[src/rtl/zmenu_overlay_render.sv]
// -----------------------------------------------------------------------------
// zmenu_overlay_render
//   Pixel-stream overlay that draws the 11-item settings menu bar on the
//   480x272 TFT. Every pixel passes through with a fixed 2-cycle latency and
//   is recoloured when it falls inside a menu item body.
//
//   Colour priority inside an item: cursor (yellow) > selected (green) >
//   plain item (gray). Outside items the background is passed through.
//   Item map: 0..4 = PERIOD1..5, 5..8 = DIV0/2/4/8, 9..10 = spare.
//
//   Optional build macro ZMENU_BLINK_EN: when defined, the cursor blinks
//   with a half-period of BLINK_FRAMES frames; when undefined, no blink
//   counter is built and the cursor is always drawn.
//
// Ports:
//   clk                         pixel clock
//   rst                         synchronous active-high reset
//   en                          overlay enable, 0 = pass-through
//   iFrame_Start                one-cycle pulse before first pixel of a frame
//   iPixel_Valid/X/Y            pixel qualifier and coordinates
//   iBack_Color                 underlying RGB565 pixel
//   iCursor_Index               menu cursor (snapshotted on iFrame_Start)
//   iActive_Periods_Num         selected period code (snapshotted)
//   iPulseCounter_Gain_Divider  divider code (snapshotted)
//   oPixel_Valid                iPixel_Valid delayed 2 cycles
//   oPixel_Color                output RGB565
//   oIn_Menu                    pixel lies inside an item body
// -----------------------------------------------------------------------------
module zmenu_overlay_render #(
   parameter int MENU_X       = 16,
   parameter int MENU_Y       = 240,
   parameter int ITEM_W       = 40,
   parameter int ITEM_H       = 24,
   parameter int ITEM_GAP     = 4,
   parameter int NUM_ITEMS    = 11,
   parameter int BLINK_FRAMES = 30
) (
   input  logic        clk,
   input  logic        rst,
   input  logic        en,
   input  logic        iFrame_Start,
   input  logic        iPixel_Valid,
   input  logic [9:0]  iPixel_X,
   input  logic [9:0]  iPixel_Y,
   input  logic [15:0] iBack_Color,
   input  logic [3:0]  iCursor_Index,
   input  logic [2:0]  iActive_Periods_Num,
   input  logic [1:0]  iPulseCounter_Gain_Divider,
   output logic        oPixel_Valid,
   output logic [15:0] oPixel_Color,
   output logic        oIn_Menu
);

   localparam logic [15:0] COLOR_CURSOR = 16'hFFE0;
   localparam logic [15:0] COLOR_SEL    = 16'h07E0;
   localparam logic [15:0] COLOR_ITEM   = 16'h8410;

   // ---------------------------------------------------------------------
   // Frame snapshot of the menu state, so a frame never tears mid-scan.
   // ---------------------------------------------------------------------
   logic [3:0] cursor_q;
   logic [2:0] period_q;
   logic [1:0] divider_q;
   logic       cursor_vis;

   // NOTE: sequential state uses non-blocking (<=) so every register samples
   // pre-edge values; blocking here would create order-dependent races.
   always_ff @(posedge clk) begin
      if (rst) begin
         cursor_q  <= 4'hF;
         period_q  <= 3'd0;
         divider_q <= 2'd0;
      end else if (iFrame_Start) begin
         cursor_q  <= iCursor_Index;
         period_q  <= iActive_Periods_Num;
         divider_q <= iPulseCounter_Gain_Divider;
      end
   end

`ifdef ZMENU_BLINK_EN
   localparam int CNT_W = (BLINK_FRAMES > 1) ? $clog2(BLINK_FRAMES) : 1;

   logic [CNT_W-1:0] blink_cnt;
   logic             blink_phase;
   logic             cursor_vis_q;

   // The frame draws with the phase as it stood before this frame's pulse
   // advanced the counter, giving exactly BLINK_FRAMES visible frames first.
   always_ff @(posedge clk) begin
      if (rst || !en) begin
         blink_cnt    <= '0;
         blink_phase  <= 1'b1;
         cursor_vis_q <= 1'b1;
      end else if (iFrame_Start) begin
         cursor_vis_q <= blink_phase;
         if (blink_cnt == CNT_W'(BLINK_FRAMES - 1)) begin
            blink_cnt   <= '0;
            blink_phase <= ~blink_phase;
         end else begin
            blink_cnt <= blink_cnt + 1'b1;
         end
      end
   end

   assign cursor_vis = cursor_vis_q;
`else
   assign cursor_vis = 1'b1;
`endif

   // ---------------------------------------------------------------------
   // Stage 1: item hit and index via compare chain against constant bounds.
   // ---------------------------------------------------------------------
   logic [31:0] px_w;
   logic [31:0] py_w;
   logic        hit_c;
   logic [3:0]  k_c;

   assign px_w = 32'(iPixel_X);
   assign py_w = 32'(iPixel_Y);

   // NOTE: every always_comb output gets a default before any condition,
   // otherwise a path that skips the assignment infers a latch.
   always_comb begin
      hit_c = 1'b0;
      k_c   = 4'd0;
      if (py_w >= 32'(MENU_Y) && py_w <= 32'(MENU_Y + ITEM_H - 1)) begin
         for (int i = 0; i < NUM_ITEMS; i++) begin
            if (px_w >= 32'(MENU_X + i * ITEM_W) &&
                px_w <= 32'(MENU_X + i * ITEM_W + ITEM_W - ITEM_GAP - 1)) begin
               hit_c = 1'b1;
               k_c   = 4'(i);
            end
         end
      end
   end

   logic        valid_s1;
   logic [15:0] back_s1;
   logic        hit_s1;
   logic [3:0]  k_s1;

   always_ff @(posedge clk) begin
      if (rst) begin
         valid_s1 <= 1'b0;
         back_s1  <= 16'h0000;
         hit_s1   <= 1'b0;
         k_s1     <= 4'd0;
      end else begin
         valid_s1 <= iPixel_Valid;
         back_s1  <= iBack_Color;
         hit_s1   <= hit_c & en;
         k_s1     <= k_c;
      end
   end

   // ---------------------------------------------------------------------
   // Stage 2: colour priority.
   // ---------------------------------------------------------------------
   logic        is_cursor;
   logic        is_sel;
   logic [15:0] color_c;

   // Period codes 5..7 must not alias onto the divider items 5..7.
   assign is_cursor = (cursor_q < 4'(NUM_ITEMS)) && (k_s1 == cursor_q) && cursor_vis;
   assign is_sel    = ((period_q <= 3'd4) && (k_s1 == {1'b0, period_q})) ||
                      (k_s1 == (4'd5 + {2'b00, divider_q}));

   always_comb begin
      color_c = back_s1;
      if (hit_s1) begin
         if (is_cursor)   color_c = COLOR_CURSOR;
         else if (is_sel) color_c = COLOR_SEL;
         else             color_c = COLOR_ITEM;
      end
   end

   always_ff @(posedge clk) begin
      if (rst) begin
         oPixel_Valid <= 1'b0;
         oPixel_Color <= 16'h0000;
         oIn_Menu     <= 1'b0;
      end else begin
         oPixel_Valid <= valid_s1;
         oPixel_Color <= color_c;
         oIn_Menu     <= hit_s1;
      end
   end

endmodule

[config.mk]
export PLATFORM = sky130hd
export DESIGN_NAME = zmenu_overlay_render
export DESIGN_NICKNAME = d
export VERILOG_FILES = /design/src/rtl/zmenu_overlay_render.sv
export SDC_FILE = /design/constraint.sdc
export NUM_CORES = 1
export LEC_CHECK = 0
export BUFFER_PORTS_ARGS = -buffer_cell sky130_fd_sc_hd__buf_2
export CORE_MARGIN = 4
export CORE_UTILIZATION = 30
export DETAILED_ROUTE_END_ITERATION = 10
export PLACE_DENSITY_LB_ADDON = 0.1
export RECOVER_POWER = 100
export SLEW_MARGIN = 20
export SYNTH_ARGS = -nofsm -noshare
export SYNTH_HDL_FRONTEND = slang
export SYNTH_SLANG_ARGS = --single-unit
[constraint.sdc]
create_clock -name clk -period 2 [get_ports clk]
set_input_delay 0.4 -clock clk [delete_from_list [all_inputs] [get_ports clk]]
set_output_delay 0.4 -clock clk [all_outputs]
set_load 0.01 [all_outputs]
==> flow_summary.yaml, run 1 <==
finish:
  nFillCells: 702
  antennaDiodeCount: 0
  area_delta_synth_final_pct: 20.4
  nNetsFinal: 325
  final_common_cell: "dfxtp_1"
  final_cell_mix: "49 x dfxtp_1, 42 x buf_2, 25 x nor2b_1"
  utilization_pct: 37.7
  drive_gt1_share_pct: 18.5
timing:
  drv_slew: 0
  min_period_over_period_pct: 84.2
  slew_headroom_pct: 45.0
  fin_setup_tns_ps: 0
  finalCriticalPeriod_ps: 1680
  worst_pin_slew_ps: 825
  setup_viol: 0
  hold_viol: 0
  skew_ps: 9.87
  fmax_ghz: 0.594
  rsz0062_at_grt: "false"
power_and_ir_drop:
  peakVddDrop_v: 0.000299
  p_leak_uw: 0.00106
  power_density_mw_per_mm2: 745
placement:
  dp_hpwl_mm: 3.36
  gp_congestion: 0.786
  io_buffers: 62
status:
  status: "finished clean"
critical_path:
  slowest_delay_ps: 350
  worstPathArrival_ps: 1870
  cp.required_ps: 2190
  crit_chain: "ha_1, xor2_1, nor2_1, a32oi_1, a21oi_1, a21o_1"
  start_kind: "register"
  crit_slowest_cell: "dfxtp_1"
  cp-end-kind: "register"
  path_max_fanout: 5
  crit_family: "compound AO/OA/AOI/OAI gates"
  path_class: "reg2reg"
  path_buf_inv: 0
floorplanning:
  core_mm2: 0.00646
  dieHeight_um: 90.1
  die_x_um: 90.1
  ios: 68
  start_util_pct: 31.3
  rows: 29
  die-area_mm2: 0.00812
clock_network:
  hold_buffers: 0
  h-tree-depth: 2
  clockBufferDepth: 2
  clk_latency_ps: 290
  cts_tree: "done"
  cts_sinks: 49
  cts_setup_buffers: 0
  clkTransAtPathRegs_ps: 90
  cts-root-buf: "clkbuf_8"
  cts.repair.resized: 0
  numCtsBuffers: 5
yosys:
  syn_nets: 266
  synthArstFlopShare_pct: 0
  synth.avg_cell_area_um2: 9.41
  ys_warn_count: 0
  synth_edf_count: 0
  yosysUniqueCellTypes: 48
  ys_seq_area_share_pct: 48.5
  syn_area_mm2: 0.00202
  synthFlopType: "dfxtp_1"
  synthCells: 215
  synth-seq-cells: 49
global_routing:
  grt_max_degree: 20
  antenna_found_initial: 0
  gr-total-overflow: 0
  grt_pass1_wl_mm: 7.53
  grtUsageTotal_pct: 11.2
  grt_pass1_vias: 1577
detailed_routing:
  routedWlPerCell_um: 12.9
  drtPass1Iterations: 4
  vias: 1649
  remaining_drc_errors: 0
  antenna_left: 0
  vias_per_cell: 4.68
  wirelength_mm: 4.54
  drt-initial-drc-count: 51
min_path:
  hold_path.class: "in2reg"
job:
  cap_violations: 0
==> power by group <==
part / internal (uW) / total, uW / switching (uW)
combinational: 97.4 / 211 / 114
clock: 247 / 568 / 321
sequential: 1020 / 1040 / 17.6
total: 1360 / 1820 / 452
==> area by class of cell <==
class	instances	area, um^2	area share, %
flip-flops and latches	49	981	40.3
multi-input cells	149	956	39.2
repair buffers	65	300	12.3
well taps	77	96.3	3.95
clock buffers	6	72.6	2.98
clock inverters	2	15.0	0.616
inverters	4	15.0	0.616
==> logic make-up after synthesis <==
family	Yosys count	share of synthesized area (%)
simple gates	86	23.4
compound gates	50	18.4
flops	49	48.5
buf+inv	17	3.46
xor+xnor	6	2.60
mux	5	2.47
fa+ha+maj	2	1.11
==> stage by stage <==
step | cells | instance area (um^2) | power, uW | worst slack (ps) | hold WS [ps]
after floorplan | 215 | 2020 | 1190 | 318 | 403
after global placement | 344 | 2400 | 1280 | 159 | 407
after detailed placement | 344 | 2400 | 1280 | 128 | 410
after CTS | 352 | 2480 | 1860 | 293 | 293
after global routing | 352 | 2440 | 1920 | 117 | 286
final | 352 | 2440 | 1820 | 316 | 305
==> state kept, by name, summed over array words and instances (netlist names) <==
register      cells
cursor_q          4
oPixel_Color     16
k_s1              4
divider_q         2
period_q          3
oIn_Menu          1
hit_s1            1
valid_s1          1
back_s1          16
oPixel_Valid      1
==> layer usage <==
metal	part of all wire (%)	vias up	wire, um	track usage [%]
met1	49	723	2220	15.0
met2	44	50	2000	16.9
met5	0	-	0	0
li1	-	874	-	-
met4	0.71	0	32	3.06
met3	6.2	2	283	4.26
==> path summary, 6_finish.rpt <==
| kind | startpoint | end | slack [ps] | cells after the start |
|---|---|---|---|---|
| max | divider_q[0]$_SDFFE_PP0P_ | oPixel_Color[6]$_SDFF_PP0_ | 320 | 6 |
| min | iBack_Color[7] | back_s1[7]$_SDFF_PP0_ | 300 | 2 |
| min reg2reg | back_s1[8]$_SDFF_PP0_ | oPixel_Color[8]$_SDFF_PP0_ | 420 | 1 |
| max reg2reg | divider_q[0]$_SDFFE_PP0P_ | oPixel_Color[6]$_SDFF_PP0_ | 320 | 6 |
==> worst reg2reg max path: cells and delay by family (launching register included) <==
kind,cells,cell delay (ps)
compound gates,3,720
flops,1,350
fa+ha+maj,1,310
xor+xnor,1,130
simple gates,1,70
==> cells in the mapped netlist (2+ instances only) <==
| master | n | area, um^2 |
|---|---|---|
| dfxtp_1 | 49 | 981 |
| nor2b_1 | 25 | 156 |
| nor2_1 | 23 | 86.3 |
| a21o_1 | 10 | 75.1 |
| nand2_1 | 10 | 37.5 |
| a21oi_1 | 7 | 35.0 |
| clkbuf_1 | 7 | 26.3 |
| and2_1 | 5 | 31.3 |
| buf_2 | 5 | 25.0 |
| mux2i_1 | 5 | 50.1 |
| nand2b_1 | 5 | 31.3 |
| o21ai_0 | 5 | 25.0 |
| a211o_1 | 4 | 35.0 |
| inv_1 | 4 | 15.0 |
| xor2_1 | 4 | 35.0 |
| a31oi_1 | 3 | 18.8 |
| nand3_1 | 3 | 15.0 |
| nor4_1 | 3 | 18.8 |
| o2111ai_1 | 3 | 26.3 |
| a311oi_1 | 2 | 17.5 |
| nand3b_1 | 2 | 15.0 |
| nor3_1 | 2 | 10.0 |
| nor3_2 | 2 | 20.0 |
| o21a_1 | 2 | 15.0 |
| xnor2_1 | 2 | 17.5 |
(Power assumes the default switching activity.)
==> run 2: changes to the inputs <==
Clock period 2 ns to 1.4 ns, I/O delays scaled along.
==> run 2 against run 1 <==
Effect of this change:
- the run now ends with setup timing left
- register-to-register slack got worse by 360 ps
- utilization increased by 5.7 points
- design area increased by 15%
- clock power increased by 36%
- worst hold slack got worse by 110 ps
- worst setup slack got worse by 360 ps
- final cell count increased by 9.1%
==> flow_summary.yaml, run 2 (synthesized netlist as in run 1, its figures left out) <==
status:
  status: "finished, violations left"
  failed_checks: "setup timing"
finish:
  final_common_cell: "dfxtp_1"
  final_cell_mix: "45 x dfxtp_1, 42 x buf_2, 33 x buf_4"
  drive_gt1_share_pct: 33.6
  antennaDiodeCount: 0
  area_delta_synth_final_pct: 38.5
  top_regs: "back_s1 (16), oPixel_Color (16)"
  final_area_mm2: 0.00280
  nFillCells: 676
  nNetsFinal: 357
clock_network:
  cts_tree: "done"
  h-tree-depth: 2
  clkTransAtPathRegs_ps: 80
  cts-root-buf: "clkbuf_8"
  numCtsBuffers: 5
  hold_buffers: 0
  clk_latency_ps: 290
  clockBufferDepth: 2
  cts_sinks: 49
power_and_ir_drop:
  seqPwrFrac_pct: 56.0
  p_switching_uw: 635
  power_density_mw_per_mm2: 944
  intPower_uw: 2010
  switching_share_pct: 24.0
  p_leak_uw: 0.00124
  p_clk_share_pct: 29.2
  peakVddDrop_v: 0.000410
  combPwrFrac_pct: 14.8
placement:
  dp_hpwl_mm: 3.67
  placed_area_mm2: 0.00263
  io_buffers: 62
  gp_congestion: 0.790
floorplanning:
  ios: 68
  dieHeight_um: 90.1
  rows: 29
  die_x_um: 90.1
  core_mm2: 0.00646
  start_util_pct: 31.3
  die-area_mm2: 0.00812
detailed_routing:
  wirelength_mm: 4.93
  remaining_drc_errors: 0
  vias_per_cell: 4.70
  drt-initial-drc-count: 49
  antenna_left: 0
  drtPass1Iterations: 4
  routedWlPerCell_um: 12.8
  vias: 1806
timing:
  setup_viol: 7
  fin_setup_tns_ps: -241
  rsz0062_at_grt: "true"
  hold_viol: 0
  fmax_ghz: 0.691
  min_period_over_period_pct: 103
  skew_ps: 7.66
  finalCriticalPeriod_ps: 1450
  worst_pin_slew_ps: 805
  drv_slew: 0
  slew_headroom_pct: 46.4
  fin_ws_ps: -47.5
critical_path:
  reg2regPathDepth: 6
  r2r-end: "oPixel_Color[5]$_SDFF_PP0_"
  r2r_start: "divider_q[0]$_SDFFE_PP0P_"
  path_common_cell: "clkbuf_1"
  start_kind: "input port"
  slowest_delay_ps: 620
  path_class: "in2reg"
  crit_chain: "clkbuf_1, clkbuf_1, nand2b_1, inv_1, a32o_1"
  cp.required_ps: 1590
  path_max_fanout: 17
  cp-end-kind: "register"
  r2r_slack_ps: -40
  crit_family: "buffers and inverters"
  path_buf_inv: 3
  worstPathArrival_ps: 1640
  crit_slowest_cell: "clkbuf_1"
global_routing:
  gr-total-overflow: 0
  grtUsageTotal_pct: 12.3
  grt_pass1_vias: 1687
  grt_max_degree: 18
  grt_pass1_wl_mm: 8.23
  antenna_found_initial: 0
job:
  cap_violations: 0
min_path:
  min_from: "iBack_Color[2]"
  hold_path.class: "in2reg"
  hold_end: "back_s1[2]$_SDFF_PP0_"
  min_delay_path_depth: 2
[run 2: what timing repair did]
action,4_1_cts,5_1_grt
hold endpoints to repair,0,0
gates cloned,0,0
pin swaps,6,5
setup buffers,1,1
setup endpoints to repair,11,18
resized for setup,10,8
[run 2: power by group through the flow]
| stage | clock network, uW | logic, uW | registers (uW) |
|---|---|---|---|
| global placement | 0 | 375 | 1510 |
| global route | 887 | 436 | 1490 |
| detailed placement | 0 | 375 | 1510 |
| floorplan | 0 | 189 | 1520 |
| finish | 772 | 392 | 1480 |
| CTS | 829 | 390 | 1480 |
[run 2: layout make-up]
class	count	area (um^2)	area share, %
multi-input combinational	149	1070	38.2
clock inverter	1	7.51	0.268
timing repair buffer	97	552	19.7
tap	77	96.3	3.44
clock buffer	7	76.3	2.72
inverter	4	15.0	0.536
sequential	49	986	35.2
[run 2: layer usage]
metal / wire length, um / track usage, % / vias to the layer above
met4: 89 / 4.72 / 0
met1: 2310 / 16.7 / 803
met2: 2240 / 18.0 / 59
met3: 291 / 4.17 / 9
li1: - / - / 935
met5: 0 / 0 / -
[run 2: stage by stage]
step	power (uW)	hold WS [ps]	setup slack [ps]	util [%]	instances
after floorplan	1710	402	-162	-	215
after global placement	1890	405	-287	40.8	374
after detailed placement	1890	410	-338	40.8	374
after CTS	2700	174	-83.7	43.0	383
after global routing	2810	166	-160	43.4	384
final	2650	191	-47.5	43.4	384
[run 2: worst max path at each step]
| stage | startpoint | endpoint | cells after the start |
|---|---|---|---|
| final | rst | oPixel_Color[4]$_SDFF_PP0_ | 5 |
| after global routing | divider_q[0]$_SDFFE_PP0P_ | oPixel_Color[8]$_SDFF_PP0_ | 6 |
| after CTS | divider_q[0]$_SDFFE_PP0P_ | oPixel_Color[5]$_SDFF_PP0_ | 6 |
| after detailed placement | iPixel_Y[6] | k_s1[0]$_SDFF_PP0_ | 6 |
| after global placement | iPixel_Y[6] | k_s1[0]$_SDFF_PP0_ | 6 |
| after floorplan | iPixel_Y[6] | k_s1[0]$_SDFF_PP0_ | 5 |
==> run 3: changes to the inputs <==
Settings changed: CELL_PAD_IN_SITES_DETAIL_PLACEMENT set to 2, CELL_PAD_IN_SITES_GLOBAL_PLACEMENT set to 2, CORE_UTILIZATION 30 to 26.
==> run 3 against run 2 <==
Effect of this change:
- largest cell class unchanged
- the run still ends with setup timing left
- utilization shrank 5.0 points
- critical path type is now reg2reg
- die area grew 14%
- critical path depth grew 1
- clock-buffer cell count shrank 2
- largest power group unchanged
- first-iteration DRC count decreased by 24%
- non-clock buffer count up 3
- clock skew is 3.1 ps higher
- design area rose by 1.4%
- register-to-register slack worse by 110 ps
==> flow_summary.yaml, run 3 (synthesized netlist as in run 1, its figures left out) <==
status:
  status: "finished, violations left"
  failed_checks: "setup timing"
power_and_ir_drop:
  peakVddDrop_v: 0.000388
  combPwrFrac_pct: 15.1
  p_leak_uw: 0.00126
  seqPwrFrac_pct: 54.2
  p_switching_uw: 719
  intPower_uw: 2020
  p_clk_share_pct: 30.8
  power_density_mw_per_mm2: 963
  switching_share_pct: 26.3
detailed_routing:
  remaining_drc_errors: 0
  vias_per_cell: 4.64
  antenna_left: 0
  wirelength_mm: 5.95
  vias: 1896
  drt-initial-drc-count: 37
  routedWlPerCell_um: 14.6
  drtPass1Iterations: 4
floorplanning:
  rows: 31
  ios: 68
  die-area_mm2: 0.00926
  dieHeight_um: 96.2
  die_x_um: 96.2
  start_util_pct: 27.3
  core_mm2: 0.00741
clock_network:
  cts-root-buf: "clkbuf_8"
  hold_buffers: 0
  cts_sinks: 49
  h-tree-depth: 2
  cts_tree: "done"
  clockBufferDepth: 2
  numCtsBuffers: 5
  clk_latency_ps: 300
  clkTransAtPathRegs_ps: 100
timing:
  hold_viol: 0
  finalCriticalPeriod_ps: 1550
  skew_ps: 10.8
  drv_slew: 0
  fin_ws_ps: -146
  min_period_over_period_pct: 110
  rsz0062_at_grt: "true"
  setup_viol: 12
  slew_headroom_pct: 54.4
  fmax_ghz: 0.647
  worst_pin_slew_ps: 684
critical_path:
  path_max_fanout: 5
  cp-end-kind: "register"
  cp.required_ps: 1590
  path_class: "reg2reg"
  start_kind: "register"
  reg2regPathDepth: 6
  r2r_slack_ps: -150
  worstPathArrival_ps: 1730
job:
  cap_violations: 0
placement:
  io_buffers: 62
  placed_area_mm2: 0.00268
  gp_congestion: 0.811
  dp_hpwl_mm: 4.65
finish:
  antennaDiodeCount: 0
  final_common_cell: "dfxtp_1"
  drive_gt1_share_pct: 34.8
  nNetsFinal: 360
  final_cell_mix: "46 x dfxtp_1, 43 x buf_2, 34 x buf_4"
  nFillCells: 858
  final_area_mm2: 0.00284
  area_delta_synth_final_pct: 40.5
  utilization_pct: 38.4
  top_regs: "back_s1 (16), oPixel_Color (16)"
global_routing:
  grt_pass1_wl_mm: 9.25
  grt_pass1_vias: 1887
  antenna_found_initial: 0
  grt_max_degree: 17
  grtUsageTotal_pct: 12.8
  gr-total-overflow: 0
min_path:
  hold_path.class: "in2reg"
  min_delay_path_depth: 2
run 3: per-stage QoR:
step	std cells	power, uW	worst slack (ps)	setup TNS (ps)	hold slack, ps
after floorplan	215	1710	-162	-257	402
after global placement	398	1900	-338	-2140	407
after detailed placement	398	1910	-383	-2620	413
after CTS	408	2790	-134	-696	178
after global routing	409	2890	-203	-1700	177
final	409	2740	-146	-920	184
run 3: final timing paths:
| kind | startpoint | end |
|---|---|---|
| setup / recovery | divider_q[0]$_SDFFE_PP0P_ | oPixel_Color[5]$_SDFF_PP0_ |
| hold / removal | iCursor_Index[1] | cursor_q[1]$_SDFFE_PP1P_ |
| setup reg to reg | divider_q[0]$_SDFFE_PP0P_ | oPixel_Color[5]$_SDFF_PP0_ |
| hold reg to reg | back_s1[11]$_SDFF_PP0_ | oPixel_Color[11]$_SDFF_PP0_ |
run 3: area by class of cell:
type	count	area (um^2)	area share, %
Clock buffer	5	68.8	2.42
Sequential cell	49	987	34.7
Inverter	4	15.0	0.528
Tap cell	99	124	4.36
Clock inverter	3	21.3	0.748
Timing Repair Buffer	100	561	19.7
Multi-Input combinational cell	149	1070	37.5
run 3: power by group through the flow:
stage | clock network, uW | logic [uW] | registers (uW)
2_1_floorplan | 0 | 189 | 1520
3_3_place_gp | 0 | 386 | 1510
3_5_place_dp | 0 | 396 | 1510
4_1_cts | 890 | 411 | 1480
5_1_grt | 942 | 458 | 1490
6_report | 843 | 412 | 1480
run 3: routing by layer:
layer,vias up,wire length [um],track usage [%]
met3,2,272,2.81
met5,-,0,0
met2,37,2860,21.9
met4,0,14,2.49
li1,941,-,-
met1,916,2810,16.4
run 3: timing repair:
action,in CTS,in global routing
hold endpoints to repair,0,0
pin swaps,6,7
setup endpoints to repair,12,12
resized for setup,7,12
setup buffers,2,1
run 3: critical path, stage by stage, from the launching register on:
cell and delay, ps:
dfxtp_2 350, ha_4 260, xor2_1 140, nor2_1 70, a32oi_2 290, a21oi_4 140
a21o_1 180
